## src/rtl/uart_rx_fifo_if.sv

```systemverilog
// Handshake bundle between the UART receiver / reader and the receive FIFO.
// The master drives received bytes and pop strobes; the FIFO (slave) returns the head entry.
interface uart_rx_fifo_if;
    logic [7:0] rx_data_i;
    logic       rx_valid_i;
    logic       rx_ferr_i;
    logic       rx_perr_i;
    logic       rd_en_i;
    logic [7:0] rd_data_o;
    logic       rd_ferr_o;
    logic       rd_perr_o;
    logic       empty_o;

    modport master (
        output rx_data_i, rx_valid_i, rx_ferr_i, rx_perr_i, rd_en_i,
        input  rd_data_o, rd_ferr_o, rd_perr_o, empty_o
    );

    modport slave (
        input  rx_data_i, rx_valid_i, rx_ferr_i, rx_perr_i, rd_en_i,
        output rd_data_o, rd_ferr_o, rd_perr_o, empty_o
    );
endinterface

```

## src/rtl/uart_rx_fifo.sv

```systemverilog
// Receive-side FWFT FIFO for the UART: stores {perr, ferr, data}, tracks overrun,
// and raises level-threshold and character-timeout interrupts.
module uart_rx_fifo #(
    parameter int unsigned DEPTH    = 16,
    parameter int unsigned AW       = 4,
    parameter int unsigned TO_TICKS = 640
) (
    input  logic                 clk,
    input  logic                 rst_n,
    uart_rx_fifo_if.slave        bus,
    input  logic [15:0]          baud_div,
    input  logic                 flush_i,
    input  logic                 ovr_clr_i,
    input  logic [AW:0]          thresh_i,
    output logic                 full_o,
    output logic [AW:0]          level_o,
    output logic                 overrun_o,
    output logic                 thr_irq_o,
    output logic                 timeout_irq_o
);

    localparam logic [AW:0] DepthL = (AW + 1)'(DEPTH);
    localparam logic [15:0] ToMax  = 16'(TO_TICKS);

    logic [9:0]    mem_q [DEPTH];
    logic [AW-1:0] wr_ptr_q, rd_ptr_q;
    logic [AW:0]   level_q;
    logic          overrun_q;
    logic [15:0]   div_q;
    logic [15:0]   to_cnt_q;
    logic          to_irq_q;

    logic empty, full, push_ok, pop_ok, ovr_set, tick, to_clr;

    always_comb begin
        empty   = (level_q == '0);
        full    = (level_q == DepthL);
        // A pop frees the slot in the same cycle, so a full FIFO still accepts a push with a pop.
        push_ok = bus.rx_valid_i && (!full || bus.rd_en_i) && !flush_i;
        pop_ok  = bus.rd_en_i && !empty && !flush_i;
        ovr_set = bus.rx_valid_i && full && !bus.rd_en_i && !flush_i;
        tick    = (div_q == 16'd0);
        to_clr  = flush_i || push_ok || pop_ok || empty;
    end

    always_ff @(posedge clk) begin
        if (push_ok) begin
            mem_q[wr_ptr_q] <= {bus.rx_perr_i, bus.rx_ferr_i, bus.rx_data_i};
        end
    end

    always_ff @(posedge clk or negedge rst_n) begin
        if (!rst_n) begin
            wr_ptr_q <= '0;
            rd_ptr_q <= '0;
            level_q  <= '0;
        end else if (flush_i) begin
            wr_ptr_q <= '0;
            rd_ptr_q <= '0;
            level_q  <= '0;
        end else begin
            if (push_ok) wr_ptr_q <= wr_ptr_q + AW'(1);
            if (pop_ok)  rd_ptr_q <= rd_ptr_q + AW'(1);
            if (push_ok && !pop_ok) begin
                level_q <= level_q + (AW + 1)'(1);
            end else if (pop_ok && !push_ok) begin
                level_q <= level_q - (AW + 1)'(1);
            end
        end
    end

    // Set wins over clear; flush leaves the sticky flag alone.
    always_ff @(posedge clk or negedge rst_n) begin
        if (!rst_n) begin
            overrun_q <= 1'b0;
        end else if (ovr_set) begin
            overrun_q <= 1'b1;
        end else if (ovr_clr_i) begin
            overrun_q <= 1'b0;
        end
    end

    always_ff @(posedge clk or negedge rst_n) begin
        if (!rst_n) begin
            div_q <= 16'd0;
        end else if (tick) begin
            div_q <= baud_div;
        end else begin
            div_q <= div_q - 16'd1;
        end
    end

    always_ff @(posedge clk or negedge rst_n) begin
        if (!rst_n) begin
            to_cnt_q <= 16'd0;
            to_irq_q <= 1'b0;
        end else begin
            if (to_clr) begin
                to_cnt_q <= 16'd0;
            end else if (tick && to_cnt_q != ToMax) begin
                to_cnt_q <= to_cnt_q + 16'd1;
            end
            if (flush_i || pop_ok) begin
                to_irq_q <= 1'b0;
            end else if (!to_clr && tick && to_cnt_q == ToMax - 16'd1) begin
                to_irq_q <= 1'b1;
            end
        end
    end

    logic [9:0] head;
    assign head          = mem_q[rd_ptr_q];
    assign bus.rd_data_o = head[7:0];
    assign bus.rd_ferr_o = head[8];
    assign bus.rd_perr_o = head[9];
    assign bus.empty_o   = empty;
    assign full_o        = full;
    assign level_o       = level_q;
    assign overrun_o     = overrun_q;
    assign thr_irq_o     = (thresh_i != '0) && (level_q >= thresh_i);
    assign timeout_irq_o = to_irq_q;

endmodule

```

## src/flat_wrapper.sv

```systemverilog
// flat-port wrapper written by rule: the top's interface ports become plain ports
module uart_rx_fifo_flat 
#(
    parameter int unsigned DEPTH    = 16,
    parameter int unsigned AW       = 4,
    parameter int unsigned TO_TICKS = 640
)
  (clk, rst_n, baud_div, flush_i, ovr_clr_i, thresh_i, full_o, level_o, overrun_o, thr_irq_o, timeout_irq_o, bus_rx_data_i, bus_rx_valid_i, bus_rx_ferr_i, bus_rx_perr_i, bus_rd_en_i, bus_rd_data_o, bus_rd_ferr_o, bus_rd_perr_o, bus_empty_o);
  uart_rx_fifo_if bus_i ();
  input  logic clk;
  input  logic rst_n;
  input  logic [15:0] baud_div;
  input  logic flush_i;
  input  logic ovr_clr_i;
  input  logic [AW:0] thresh_i;
  output logic full_o;
  output logic [AW:0] level_o;
  output logic overrun_o;
  output logic thr_irq_o;
  output logic timeout_irq_o;
  input wire logic [$bits(bus_i.rx_data_i)-1:0] bus_rx_data_i;
  input wire logic [$bits(bus_i.rx_valid_i)-1:0] bus_rx_valid_i;
  input wire logic [$bits(bus_i.rx_ferr_i)-1:0] bus_rx_ferr_i;
  input wire logic [$bits(bus_i.rx_perr_i)-1:0] bus_rx_perr_i;
  input wire logic [$bits(bus_i.rd_en_i)-1:0] bus_rd_en_i;
  output wire logic [$bits(bus_i.rd_data_o)-1:0] bus_rd_data_o;
  output wire logic [$bits(bus_i.rd_ferr_o)-1:0] bus_rd_ferr_o;
  output wire logic [$bits(bus_i.rd_perr_o)-1:0] bus_rd_perr_o;
  output wire logic [$bits(bus_i.empty_o)-1:0] bus_empty_o;
  assign bus_i.rx_data_i = bus_rx_data_i;
  assign bus_i.rx_valid_i = bus_rx_valid_i;
  assign bus_i.rx_ferr_i = bus_rx_ferr_i;
  assign bus_i.rx_perr_i = bus_rx_perr_i;
  assign bus_i.rd_en_i = bus_rd_en_i;
  assign bus_rd_data_o = bus_i.rd_data_o;
  assign bus_rd_ferr_o = bus_i.rd_ferr_o;
  assign bus_rd_perr_o = bus_i.rd_perr_o;
  assign bus_empty_o = bus_i.empty_o;
  uart_rx_fifo #(.DEPTH(DEPTH), .AW(AW), .TO_TICKS(TO_TICKS)) u_core (.clk(clk), .rst_n(rst_n), .bus(bus_i), .baud_div(baud_div), .flush_i(flush_i), .ovr_clr_i(ovr_clr_i), .thresh_i(thresh_i), .full_o(full_o), .level_o(level_o), .overrun_o(overrun_o), .thr_irq_o(thr_irq_o), .timeout_irq_o(timeout_irq_o));
endmodule
```

## config.mk

```make
export PLATFORM = sky130hd
export DESIGN_NAME = uart_rx_fifo_flat
export DESIGN_NICKNAME = d
export VERILOG_FILES = /design/src/rtl/uart_rx_fifo_if.sv /design/src/rtl/uart_rx_fifo.sv /design/src/flat_wrapper.sv
export SDC_FILE = /design/constraint.sdc
export NUM_CORES = 1
export LEC_CHECK = 0
export CORE_ASPECT_RATIO = 1.1
export CORE_MARGIN = 5
export CORE_UTILIZATION = 53
export DETAILED_ROUTE_END_ITERATION = 7
export GPL_ROUTABILITY_DRIVEN = 0
export PLACE_DENSITY_LB_ADDON = 0.15
export REMOVE_ABC_BUFFERS = 1
export SYNTH_ARGS = -nofsm -noshare
export SYNTH_HDL_FRONTEND = slang
export SYNTH_SLANG_ARGS = --single-unit
```

## constraint.sdc

```tcl
create_clock -name clk -period 3 [get_ports clk]
set_input_delay 0.45 -clock clk [delete_from_list [all_inputs] [get_ports clk]]
set_output_delay 0.45 -clock clk [all_outputs]
set_load 0.01 [all_outputs]
```

==> results.txt <==
- In this run, synthesis inferred 160 flip-flops with an integrated enable.
- sky130_fd_sc_hd__edfxtp_1 takes more of the synthesized area than any other cell.
- Setup repair after global routing could not meet its margin everywhere.
* Per-cell routed wire length: 20.1 um
- met2 is the most crowded layer.
* Count of placed standard cells including taps: 936
- CTS H-tree depth: 1
- Horizontal die dimension: 135 um
- Synth warnings: 0
- Seq cells post-synth: 207
- Main synth FF type: sky130_fd_sc_hd__edfxtp_1
- Number of remaining DRC errors: 0
* Antenna violations before repair: 0
- Summed over all nets, the switching power comes to 1.85 mW.
- The library cell used most frequently in the layout, excluding fill and tap cells, is sky130_fd_sc_hd__edfxtp_1.
- Remaining antenna violation count: 0
- Total global routing overflow: 0
- Compared with the post-synthesis result, the final layout area differs by 22.8%.
- Summed over all cells, the static leakage comes to 3.92 nW.
- The finished layout holds 978 standard cells, fillers aside.
- Via total after detailed routing: 5,630
* Internal power of the cells: 5.78 mW
- The number of hold-slack violations in the final timing report came to 0.
- Counting the fill cells in the layout gives 1,192.
- For this block, the routed nets add up to 19,700 um of wire.
- For the pin with the worst max-slew slack, the measured transition is 0.736 ns.
- Largest voltage drop on the vdd net: 686 uV
- STA puts the critical path data arrival time at 2.53 ns.
* Sw frac: 24.3%
- Of all flip-flops after synthesis, the portion carrying an async set or reset was 22.7%.
* Largest fanout on the critical path: 15
- Sink count of the clock tree: 207
* Number of buffers created by CTS: 21
- Based on the critical path, the design can be clocked at up to 336 MHz.
- Cell Pwr Density: 681 mW/mm2
- Starting DRT DRC Count: 324
- Data on the critical path is required at its endpoint by 2.55 ns.
- After synthesis the cells add up to 0.00912 mm2.
* Global-route met3 utilization: 2.96%
* Final core occ: 66.1%
- The netlist uses 52 different library cells.
- Type of element launching the critical path: flop
- The library cells used most frequently in the layout, excluding fill and tap cells, are sky130_fd_sc_hd__edfxtp_1, sky130_fd_sc_hd__clkdlybuf4s50_1, sky130_fd_sc_hd__mux2i_1.
- Clock tree from TritonCTS: yes
- After detailed routing, the number of vias per cell comes to 5.76.
- Setup violations remaining at the end of the flow were counted as 0.
- Met2 GRT Util: 36.7%
- Power share of the sequential group: 42.3%
- CTS Root Buffer Type: sky130_fd_sc_hd__clkbuf_16
- The initial utilization of the core area, before any placement, comes to 53.8%.
- The tightest min-delay check is of the input port to async pin type.
* Max-cap violations: 0
- The number of global-route vias before repair came to 5,857.
- Status: complete, no violations
- The floorplan step defined a die boundary enclosing 0.0199 mm2.
- Cells after Synth: 628
- Avg Inst Size Synth: 14.5 um2
- Post-synthesis sequential area ratio: 65.6%
- Post-route total power: 7.63 mW
* Endpoint class of the critical path: output port
- In this run the core area contains 50 standard-cell rows.
* Overall Global Routing Usage: 20.1%
- Entering global routing, the biggest net connects 32 pins.
* Number of placed I/O pins: 57
- Measured against its own limit, the worst slew margin works out to 51.0%.
- Total core area: 0.0170 mm2
- Global routing consumed, on the met1 layer, 25.8% of the routing resources.
- 0 antenna diodes ended up in the layout.
- Number of pins exceeding their max-slew limit in the final report: 0
- Post-detail-place hpwl: 12,900 um
- Counting cells, the worst reg-to-reg path comes to 9.
- Classification of the worst setup path: flop to output port
- By area the synthesized netlist is led by sky130_fd_sc_hd__edfxtp_1, sky130_fd_sc_hd__dfrtp_1, sky130_fd_sc_hd__mux2i_1, sky130_fd_sc_hd__mux4_2, sky130_fd_sc_hd__ha_1.
- Buffers placed on the I/O ports in this run total 56.
* Combinational Power Share: 21.1%
- The die is 148 um tall.
- Clock tree skew after final layout: 0.00987 ns
- The post-route netlist has 19.5% of its cells at a drive strength greater than 1.
- Post-route clock period utilization: 99.2%
- Share of the synthesized area in the top cell type: 52.7%
- Clock slew at the register clock pins of the worst setup and hold paths: 0.06 ns
- The longest clock path from root to sink contains 3 buffers.
- Hold repair after CTS inserted 0 buffers.
- The clock network accounts for 36.7% of the total power.
- Clock network latency to the later pin of the worst-skew pair: 0.49 ns
* Count of TritonRoute iterations in the first routing pass: 8
* Time the worst path needs with I/O delays and setup: 2.98 ns
- After the last flow step, the layout net total stands at 785.
* First-pass GRT wire length: 31,500 um
==> synthesized netlist by cell type (2+ instances only) <==
master and number:
sky130_fd_sc_hd__a21oi_1 19, sky130_fd_sc_hd__o31ai_1 3, sky130_fd_sc_hd__a221o_1 2, sky130_fd_sc_hd__nor4b_1 2, sky130_fd_sc_hd__o21ai_0 31, sky130_fd_sc_hd__or2_2 2
sky130_fd_sc_hd__inv_1 23, sky130_fd_sc_hd__nor3_1 8, sky130_fd_sc_hd__dfrtp_1 47, sky130_fd_sc_hd__mux4_2 20, sky130_fd_sc_hd__mux2_2 5, sky130_fd_sc_hd__nand3_1 16
sky130_fd_sc_hd__xor2_1 7, sky130_fd_sc_hd__xnor2_1 13, sky130_fd_sc_hd__ha_1 18, sky130_fd_sc_hd__nand2_1 37, sky130_fd_sc_hd__a221oi_1 20, sky130_fd_sc_hd__a22oi_1 11
sky130_fd_sc_hd__nor2b_1 8, sky130_fd_sc_hd__buf_2 9, sky130_fd_sc_hd__nor3b_1 5, sky130_fd_sc_hd__clkbuf_1 18, sky130_fd_sc_hd__nor4_4 2, sky130_fd_sc_hd__nor2_1 29
sky130_fd_sc_hd__nand4_1 8, sky130_fd_sc_hd__nor4_1 7, sky130_fd_sc_hd__edfxtp_1 160, sky130_fd_sc_hd__and3_1 2, sky130_fd_sc_hd__and2_1 11, sky130_fd_sc_hd__mux2i_1 47
sky130_fd_sc_hd__o21ai_1 3, sky130_fd_sc_hd__or4_1 5, sky130_fd_sc_hd__or3_1 11
==> metal layers <==
metal | share of wire, % | wire length, um
met1 | 40 | 7930
met2 | 53 | 10500
met3 | 5.1 | 1000
met4 | 1.4 | 275
met5 | 0 | 0
==> kinds of logic (layout without fill, tap and decap cells) <==
family	after synthesis	count (layout)	share of synthesized area, %
AO/OA/AOI/OAI	97	97	6.97
XOR/XNOR	20	20	1.92
adder cells (fa/ha/maj)	19	19	2.69
AND/OR/NAND/NOR	161	161	9.82
flip-flops	207	207	65.6
multiplexers	72	72	10.7
buffers and inverters	52	168	2.34
==> cell type report <==
cell class                      count  area (um2)  share of cell area [%]
Clock buffer                       28         572                    5.10
Inverter                           23        86.3                   0.770
Timing Repair Buffer              107         996                    8.89
Clock inverter                     10         176                    1.57
Sequential cell                   207        5980                    53.4
Multi-Input combinational cell    369        3100                    27.7
Tap cell                          234         293                    2.61
==> flip-flops by register name, indices dropped and copies added (netlist names) <==
register              cells
u_core.div_q             16
u_core.wr_ptr_q           4
u_core.rd_ptr_q           4
u_core.overrun_o          1
u_core.timeout_irq_o      1
u_core.to_cnt_q          16
u_core.mem_q            160
u_core.level_o            5
==> final timing paths <==
path / start / to / slack [ns]
setup / recovery: u_core.rd_ptr_q[2] / bus_rd_data_o[3] / 0.02
hold / removal: rst_n / u_core.div_q[3] / 0.02
setup reg to reg: u_core.level_o[1] / u_core.level_o[4] / 0.18
hold reg to reg: u_core.div_q[13] / u_core.div_q[13] / 0.47
max in group asynchronous: rst_n / u_core.to_cnt_q[7] / 2.26
min in group clk: u_core.div_q[13] / u_core.div_q[13] / 0.47
==> timing repair <==
item | in CTS | in global routing
buffers inserted | 2 | 2
cloned | 0 | 0
gates resized for setup | 23 | 7
pin swaps | 0 | 1
setup endpoints to repair | 10 | 9
==> power groups by stage <==
stage	Sequential [mW]	Clock (mW)	Combinational (mW)
5_1_grt	3.23	2.98	1.75
3_3_place_gp	3.30	0	1.49
2_1_floorplan	3.42	0	0.778
4_1_cts	3.23	2.86	1.59
3_5_place_dp	3.31	0	1.52
6_report	3.23	2.80	1.61
==> critical path, cell delays in order (launching register included) <==
cell and delay (ns):
sky130_fd_sc_hd__dfrtp_1 0.41, sky130_fd_sc_hd__buf_6 0.18, sky130_fd_sc_hd__and2_1 0.17, sky130_fd_sc_hd__buf_6 0.18
sky130_fd_sc_hd__a221oi_2 0.35, sky130_fd_sc_hd__o21ai_0 0.14, sky130_fd_sc_hd__nand2_1 0.08, sky130_fd_sc_hd__clkdlybuf4s50_1 0.53
==> through the flow <==
step	setup slack, ns	hold WS (ns)	TNS [ns]	area (um2)
after floorplan	-0.620	0.154	-6.20	9000
after global placement	0.195	0.449	0	10300
after CTS	0.0108	0.0395	0	11200
final	0.0225	0.0224	0	11200
after detailed placement	0.115	0.459	0	10300
after global routing	-0.0710	0.0689	-0.308	11200
Note: power is estimated with default switching activity, not from simulation.
